**config.mk**
```make
export PLATFORM = sky130hd
export DESIGN_NAME = wb_host_arbiter
export DESIGN_NICKNAME = d
export VERILOG_FILES = /design/src/rtl/wb_host_arbiter.sv
export SDC_FILE = /design/constraint.sdc
export NUM_CORES = 1
export LEC_CHECK = 0
export BUFFER_PORTS_ARGS = -buffer_cell sky130_fd_sc_hd__clkbuf_2
export CAP_MARGIN = 20
export CORE_AREA = 2 2 112 114
export CTS_CLUSTER_SIZE = 40
export DETAILED_ROUTE_END_ITERATION = 10
export DIE_AREA = 0 0 114 116
export PLACE_DENSITY = 0.53
export SETUP_SLACK_MARGIN = 0.02
export SLEW_MARGIN = 20
export SYNTH_ARGS = -nofsm -noshare
export SYNTH_HDL_FRONTEND = slang
export SYNTH_SLANG_ARGS = --single-unit
```
**constraint.sdc**
```tcl
create_clock -name wb_clk_i -period 2.1 [get_ports wb_clk_i]
set_clock_uncertainty 0.1 [all_clocks]
set_input_delay 0 -clock wb_clk_i [delete_from_list [all_inputs] [get_ports wb_clk_i]]
set_output_delay 0 -clock wb_clk_i [all_outputs]
set_load 0.02 [all_outputs]
```
**src/rtl/wb_host_arbiter.sv**
```systemverilog
// Two-master, one-slave Wishbone-classic arbiter for the bASIC shared bus slave.
// Master 0 is the Caravel management bus, master 1 the UART debug master.
// Round-robin grant, one transfer per grant, with a bus timeout that returns an error.
//
// Ports:
//   wb_clk_i, wb_rst_i      clock, asynchronous active-high reset
//   m_cyc_i/m_stb_i/m_we_i  per-master control, bit i = master i
//   m_sel_i/m_adr_i/m_dat_i per-master payload, master i in slice i
//   m_dat_o                 shared read data (zero unless an ack is forwarded)
//   m_ack_o/m_err_o         per-master acknowledge / timeout error
//   s_*                     slave-side Wishbone
//   grant_o                 one-hot current owner, 00 when idle
module wb_host_arbiter #(
    parameter int unsigned ADDR_W  = 32,
    parameter int unsigned DATA_W  = 32,
    parameter int unsigned TIMEOUT = 255
) (
    input  logic                    wb_clk_i,
    input  logic                    wb_rst_i,
    input  logic [1:0]              m_cyc_i,
    input  logic [1:0]              m_stb_i,
    input  logic [1:0]              m_we_i,
    input  logic [2*DATA_W/8-1:0]   m_sel_i,
    input  logic [2*ADDR_W-1:0]     m_adr_i,
    input  logic [2*DATA_W-1:0]     m_dat_i,
    output logic [DATA_W-1:0]       m_dat_o,
    output logic [1:0]              m_ack_o,
    output logic [1:0]              m_err_o,
    output logic                    s_cyc_o,
    output logic                    s_stb_o,
    output logic                    s_we_o,
    output logic [DATA_W/8-1:0]     s_sel_o,
    output logic [ADDR_W-1:0]       s_adr_o,
    output logic [DATA_W-1:0]       s_dat_o,
    input  logic [DATA_W-1:0]       s_dat_i,
    input  logic                    s_ack_i,
    output logic [1:0]              grant_o
);

    localparam int unsigned SEL_W = DATA_W / 8;
    localparam int unsigned CNT_W = $clog2(TIMEOUT + 1);

    typedef enum logic [1:0] {
        IDLE = 2'd0,
        XFER = 2'd1,
        ERR  = 2'd2
    } state_t;

    state_t             state, state_nxt;
    logic               owner, owner_nxt;
    logic               last, last_nxt;
    logic [CNT_W-1:0]   cnt, cnt_nxt;

    logic [1:0]         req;
    logic               own_cyc, own_stb, own_we;
    logic [SEL_W-1:0]   own_sel;
    logic [ADDR_W-1:0]  own_adr;
    logic [DATA_W-1:0]  own_dat;

    assign req = m_cyc_i & m_stb_i;

    // Owner's live bus signals
    assign own_cyc = owner ? m_cyc_i[1] : m_cyc_i[0];
    assign own_stb = owner ? m_stb_i[1] : m_stb_i[0];
    assign own_we  = owner ? m_we_i[1]  : m_we_i[0];
    assign own_sel = owner ? m_sel_i[SEL_W +: SEL_W]   : m_sel_i[0 +: SEL_W];
    assign own_adr = owner ? m_adr_i[ADDR_W +: ADDR_W] : m_adr_i[0 +: ADDR_W];
    assign own_dat = owner ? m_dat_i[DATA_W +: DATA_W] : m_dat_i[0 +: DATA_W];

    // State register
    always_ff @(posedge wb_clk_i or posedge wb_rst_i) begin
        if (wb_rst_i) begin
            state <= IDLE;
            owner <= 1'b0;
            last  <= 1'b1;
            cnt   <= '0;
        end else begin
            state <= state_nxt;
            owner <= owner_nxt;
            last  <= last_nxt;
            cnt   <= cnt_nxt;
        end
    end

    // Next-state and bus outputs
    always_comb begin
        state_nxt = state;
        owner_nxt = owner;
        last_nxt  = last;
        cnt_nxt   = cnt;
        m_dat_o   = '0;
        m_ack_o   = 2'b00;
        m_err_o   = 2'b00;
        s_cyc_o   = 1'b0;
        s_stb_o   = 1'b0;
        s_we_o    = 1'b0;
        s_sel_o   = '0;
        s_adr_o   = '0;
        s_dat_o   = '0;
        grant_o   = 2'b00;

        case (state)
            IDLE: begin
                if (|req) begin
                    // On contention the master that did not go last wins
                    owner_nxt = (req == 2'b11) ? ~last : req[1];
                    state_nxt = XFER;
                    cnt_nxt   = '0;
                end
            end
            XFER: begin
                grant_o = owner ? 2'b10 : 2'b01;
                s_we_o  = own_we;
                s_sel_o = own_sel;
                s_adr_o = own_adr;
                s_dat_o = own_dat;
                if (!own_cyc) begin
                    // Owner aborted: drop the slave cycle, no ack or error
                    state_nxt = IDLE;
                end else begin
                    s_cyc_o = 1'b1;
                    s_stb_o = own_stb;
                    if (s_ack_i) begin
                        // Ack takes priority over a coincident timeout
                        m_ack_o   = owner ? 2'b10 : 2'b01;
                        m_dat_o   = s_dat_i;
                        last_nxt  = owner;
                        state_nxt = IDLE;
                    end else if (cnt == CNT_W'(TIMEOUT - 1)) begin
                        state_nxt = ERR;
                    end else begin
                        cnt_nxt = cnt + CNT_W'(1);
                    end
                end
            end
            ERR: begin
                m_err_o   = owner ? 2'b10 : 2'b01;
                last_nxt  = owner;
                state_nxt = IDLE;
            end
            default: begin
                state_nxt = IDLE;
            end
        endcase
    end

endmodule
```
==> results of run 1 <==
-- through the flow --
stage                     hold slack, ns  total power, mW  cell area (sq um)  worst slack [ns]
after floorplan                   -0.236             1.46               2010             0.437
after detailed placement         -0.0661             2.03               3580             0.346
after global routing               0.131             2.54               3690            0.0904
final                             0.0968             2.36               3690             0.172
after CTS                         0.0959             2.40               3690             0.163
after global placement           -0.0806             2.01               3580             0.427
-- sequential cells by signal, indices dropped and copies added (netlist names) --
name	flops
cnt	8
owner	1
last	1
state	2
-- synth_stat cells (2+ instances only) --
library cell  count  area (sq um)
nand2_1          10          37.5
and2_1           33           206
clkbuf_1          9          33.8
buf_2            11          55.1
ha_1              2          25.0
mux2i_1          71           711
dfrtp_1          11           275
nand4_1           2          12.5
and3_1            5          31.3
o21ai_0           3          15.0
nand3_1           5          25.0
nor3_1            5          25.0
nor2_1           73           274
o22a_1            3          26.3
inv_1             4          15.0
-- report_power, final --
group / leakage (nW) / total, mW / switching (mW) / internal (mW)
Combinational: 2.09 / 1.67 / 0.980 / 0.687
Clock: 0.0382 / 0.352 / 0.0964 / 0.255
Sequential: 0.158 / 0.343 / 0.0523 / 0.291
Total: 2.29 / 2.36 / 1.13 / 1.23
-- cells by family after synthesis --
| group | after synthesis | share of synthesized area |
|---|---|---|
| flops | 12 | 0.150 |
| simple gates | 140 | 0.337 |
| fa+ha+maj | 2 | 0.0124 |
| mux | 73 | 0.366 |
| compound gates | 18 | 0.0764 |
| buf+inv | 26 | 0.0590 |
-- per-layer routing --
layer | share of wire | up-vias
li1 | - | 1478
met1 | 0.36 | 1342
met2 | 0.55 | 183
met3 | 0.079 | 4
met4 | 0.0086 | 0
met5 | 0 | -
-- worst max-delay path, delay by kind of cell, from the launching register on --
family / cells / cell delay, ns
buf+inv: 2 / 0.37
flops: 1 / 0.49
mux: 1 / 0.35
simple gates: 2 / 0.39
-- final cells by class --
class / count / area [sq um]
multi-input combinational: 233 / 1600
tap: 147 / 184
timing repair buffer: 293 / 1510
clock buffer: 4 / 78.8
fill: 1280 / 8220
inverter: 5 / 18.8
sequential: 12 / 305
-- final timing paths --
path | cells after the start | end | start | slack [ns]
max in group asynchronous | 3 | owner | wb_rst_i | 1.32
max reg2reg | 6 | cnt[3] | cnt[0] | 0.35
min reg2reg | 1 | cnt[6] | cnt[6] | 0.47
min | 4 | state[1] | s_ack_i | 0.1
max | 5 | m_dat_o[31] | owner | 0.17
min in group asynchronous | 3 | cnt[6] | wb_rst_i | 0.21
==> impl_metrics.py, run 1 <==
metrics = {
    "logic_synthesis": {
        "synth_edf_count": 0,
        "synth_area_sq_um": 2010,
        "yosysSeqAreaShare": 0.150,
        "yosysWarnings": 0,
        "syn-num-nets": 450,
        "ys_types": 39,
        "ys.flop_type": "dfrtp_1",
        "synth_seq_cells": 12,
        "syn_inst": 271,
        "avgSynthCellArea_sq_um": 7.43,
        "async_reset_ff_frac": 1.00,
    },
    "detailed_routing": {
        "wl_per_cell_microns": 13.7,
        "drc": 0,
        "drtPass1Iterations": 4,
        "routed-via-count": 3007,
        "viasPerCell": 4.33,
        "drt_iter0_markers": 55,
        "totalWireLength_microns": 9520,
        "ant_nets": 0,
    },
    "sta": {
        "maxSlewHeadroom": 0.653,
        "slew_viol_final": 0,
        "fin_crit_sh": 0.918,
        "rsz0062_at_grt": "no",
        "setup_tns_ns": 0,
        "max_slew.worst_pin.slew_ns": 0.520,
        "finalSetupViolations": 0,
        "min_period_ns": 1.93,
        "finalHoldViolCount": 0,
        "timing.fmax_ghz": 0.519,
    },
    "critical_path": {
        "critical-path-max-stage-delay_ns": 0.49,
        "path_max_fanout": 32,
        "path_cells": "mux2_4 > and3_2 > buf_4 > and2_1 > clkbuf_2",
        "crit_path_end_kind": "output pin",
        "crit_slowest_cell": "dfrtp_4",
        "start_kind": "flop",
        "crit_type": "flop to output pin",
        "worstPathRequired_ns": 2.00,
        "worstPathArrival_ns": 1.83,
    },
    "global_routing": {
        "gr-usage-met1": 0.138,
        "grt.overflow.total": 0,
        "grtUsageTotal": 0.130,
        "grt_max_degree": 78,
        "gr-usage-met2": 0.269,
        "grt_antenna_before_repair": 0,
        "grt_pass1_wl_microns": 13500,
        "busiest_layer": "met2",
        "grt_pass1_vias": 2816,
        "grt_use_met3": 0.0146,
    },
    "final_layout": {
        "final_cell_count_no_fill": 694,
        "n_antenna_cell": 0,
        "layout_common_cells": "clkbuf_2 (285), nor2_1 (73), mux2i_1 (71), and2_1 (33)",
        "area_delta_synth_final_pct": 83.1,
        "final_core_util": 0.310,
        "num-nets-final": 727,
        "drive_gt1_frac": 0.558,
        "layout_commonest_cell": "clkbuf_2",
    },
    "clock_network": {
        "clkSlewWorstSetupHoldPaths_ns": 0.04,
        "clock-sinks": 12,
        "clock_path_buffers": 2,
        "cts_tree": "yes",
        "ctsResizeCount": 0,
        "ctsHoldBuffers": 3,
        "cts_buffers": 3,
        "cts_root_buf": "clkbuf_16",
        "cts-htree-levels": 1,
        "clk_latency_ns": 0.24,
        "cts_setup_buffers": 0,
    },
    "die": {
        "rows": 40,
        "ios": 286,
        "start_util": 0.169,
        "die_y_microns": 116,
        "fp.coreArea_sq_um": 11900,
        "die_area_sq_um": 13200,
        "die_x_microns": 114,
    },
    "power_and_ir_drop": {
        "ir_drop_uv": 223,
        "leakage_nw": 2.29,
        "p_per_area_nw_per_um2": 641,
    },
    "placed_design": {
        "dp.cells": 687,
        "io_buffers": 285,
        "dp.final_hpwl_microns": 8370,
        "gp_congestion": 0.812,
    },
    "flow_run": {
        "drv_cap": 0,
    },
    "min_path": {
        "hp-class": "input pin to flop",
    },
    "outcome": {
        "outcome": "finished, final reports clean",
    },
}
(Power assumes the default switching activity.)
==> run 2, diff against run 1 <==
BUFFER_PORTS_ARGS = not set   (was -buffer_cell sky130_fd_sc_hd__clkbuf_2)
CORE_AREA = 2 2 110 112   (was 2 2 112 114)
DIE_AREA = 0 0 112 114   (was 0 0 114 116)
DONT_BUFFER_PORTS = 1   (was not set)
PLACE_DENSITY = 0.33   (was 0.53)
==> impl_metrics.py, run 2 (synthesis gave the netlist of run 1 again) <==
metrics = {
    "outcome": {
        "outcome": "finished, final reports clean",
    },
    "sta": {
        "finalHoldViolCount": 0,
        "timing.fmax_ghz": 0.524,
        "fin_crit_sh": 0.909,
        "slew_viol_final": 0,
        "setup_tns_ns": 0,
        "min_period_ns": 1.91,
        "finalSetupViolations": 0,
        "rsz0062_at_grt": "no",
        "max_slew.worst_pin.slew_ns": 0.534,
        "maxSlewHeadroom": 0.644,
    },
    "die": {
        "die_x_microns": 112,
        "rows": 40,
        "start_util": 0.172,
        "die_area_sq_um": 12800,
        "ios": 286,
        "die_y_microns": 114,
        "fp.coreArea_sq_um": 11700,
    },
    "critical_path": {
        "crit_type": "flop to output pin",
        "critical-path-max-stage-delay_ns": 0.47,
        "worstPathArrival_ns": 1.81,
        "crit_path_end_kind": "output pin",
        "path_max_fanout": 48,
        "path_delay_family": "simple AND/OR/NAND/NOR gates",
        "worst-path-buf-inv": 1,
        "start_kind": "flop",
        "rrSetupSlack_ns": 0.31,
        "crit_slowest_cell": "dfrtp_1",
        "path_cells": "or2b_2 > buf_4 > nor2_1",
        "worstPathRequired_ns": 2.00,
    },
    "final_layout": {
        "largest_reg_flops": 8,
        "final_cell_count_no_fill": 421,
        "largest-register": "cnt",
        "reg_top3": "cnt x8, state x2",
        "num-nets-final": 450,
        "final_core_util": 0.201,
        "layout_commonest_cell": "nor2_1",
        "layout_common_cells": "nor2_1 (73), mux2i_1 (71), and2_1 (33), nand2_1 (10), dfrtp_1 (10)",
        "drive_gt1_frac": 0.0963,
        "area_delta_synth_final_pct": 16.6,
    },
    "placed_design": {
        "io_buffers": 0,
        "dp.final_hpwl_microns": 6670,
        "gp_congestion": 0.794,
        "dp.cells": 407,
    },
    "clock_network": {
        "cts_root_buf": "clkbuf_16",
        "cts_buffers": 3,
        "cts-htree-levels": 1,
        "clk_latency_ns": 0.24,
        "cts_tree": "yes",
        "clock-sinks": 12,
        "clock_path_buffers": 2,
        "clkSlewWorstSetupHoldPaths_ns": 0.05,
    },
    "detailed_routing": {
        "drc": 0,
        "wl_per_cell_microns": 19.1,
        "routed-via-count": 2032,
        "totalWireLength_microns": 8060,
        "drtPass1Iterations": 4,
        "ant_nets": 0,
        "drt_iter0_markers": 71,
        "viasPerCell": 4.83,
    },
    "global_routing": {
        "grtUsageTotal": 0.109,
        "grt_antenna_before_repair": 5,
        "grt.overflow.total": 0,
        "grt_pass1_vias": 1773,
        "grt_pass1_wl_microns": 10500,
        "grt_max_degree": 78,
    },
    "power_and_ir_drop": {
        "ir_drop_uv": 507,
        "leakage_nw": 1.10,
        "total_power_mw": 2.05,
        "p_per_area_nw_per_um2": 871,
    },
    "min_path": {
        "hp-class": "input pin to flop",
    },
    "flow_run": {
        "drv_cap": 0,
    },
}
## run 2: cell types whose count changed in the layout (fill, tap and decap cells not counted)
cell / before / now
buf_4: 4 / 9
clkbuf_1: 1 / 0
clkbuf_2: 285 / 0
clkbuf_8: 0 / 1
diode_2: 0 / 4
dlygate4sd3_1: 3 / 6
## run 2: worst paths after layout
check	start	end	depth (start not counted)
setup / recovery	state[1]	s_dat_o[28]	3
hold / removal	m_cyc_i[1]	cnt[7]	3
setup reg to reg	owner	last	4
hold reg to reg	cnt[6]	cnt[6]	1
max in group asynchronous	wb_rst_i	owner	2
min in group asynchronous	wb_rst_i	state[1]	2
## run 2: per-layer routing
metal | up-vias | global-route usage | wire length [microns]
li1 | 928 | - | -
met1 | 911 | 0.117 | 2880
met2 | 176 | 0.208 | 4250
met3 | 17 | 0.0170 | 610
met4 | 0 | 0.0488 | 313
met5 | - | 0 | 0
## run 2: worst min-delay path, stage by stage
cell     delay [ns]
mux2_4         0.17
a41oi_1        0.12
o21ai_1        0.06
## run 2: what timing repair did
action	in CTS	in global routing
setup buffers	0	0
gates resized for setup	0	0
hold buffers	6	0
endpoints found under the hold margin	17	0
## run 2: stage by stage
stage | hold WS, ns | worst slack (ns) | cell area, sq um
2_1_floorplan | -0.236 | 0.437 | 2010
3_3_place_gp | -0.142 | 0.317 | 2190
3_5_place_dp | -0.159 | 0.300 | 2190
4_1_cts | 0.0412 | 0.162 | 2340
5_1_grt | 0.0572 | 0.113 | 2350
6_report | 0.0476 | 0.191 | 2350
## run 2: cell type report
| class | count | area, sq um |
|---|---|---|
| antenna | 4 | 10.0 |
| sequential | 12 | 305 |
| tap | 147 | 184 |
| fill | 1287 | 9360 |
| clock buffer | 4 | 88.8 |
| timing repair buffer | 16 | 148 |
| inverter | 5 | 18.8 |
| multi-input combinational | 233 | 1600 |
## run 2: where the power goes
part | switching (mW) | internal, mW | total (mW)
registers | 0.0538 | 0.291 | 0.345
clock network | 0.105 | 0.288 | 0.393
logic | 0.874 | 0.436 | 1.31
total | 1.03 | 1.01 | 2.05
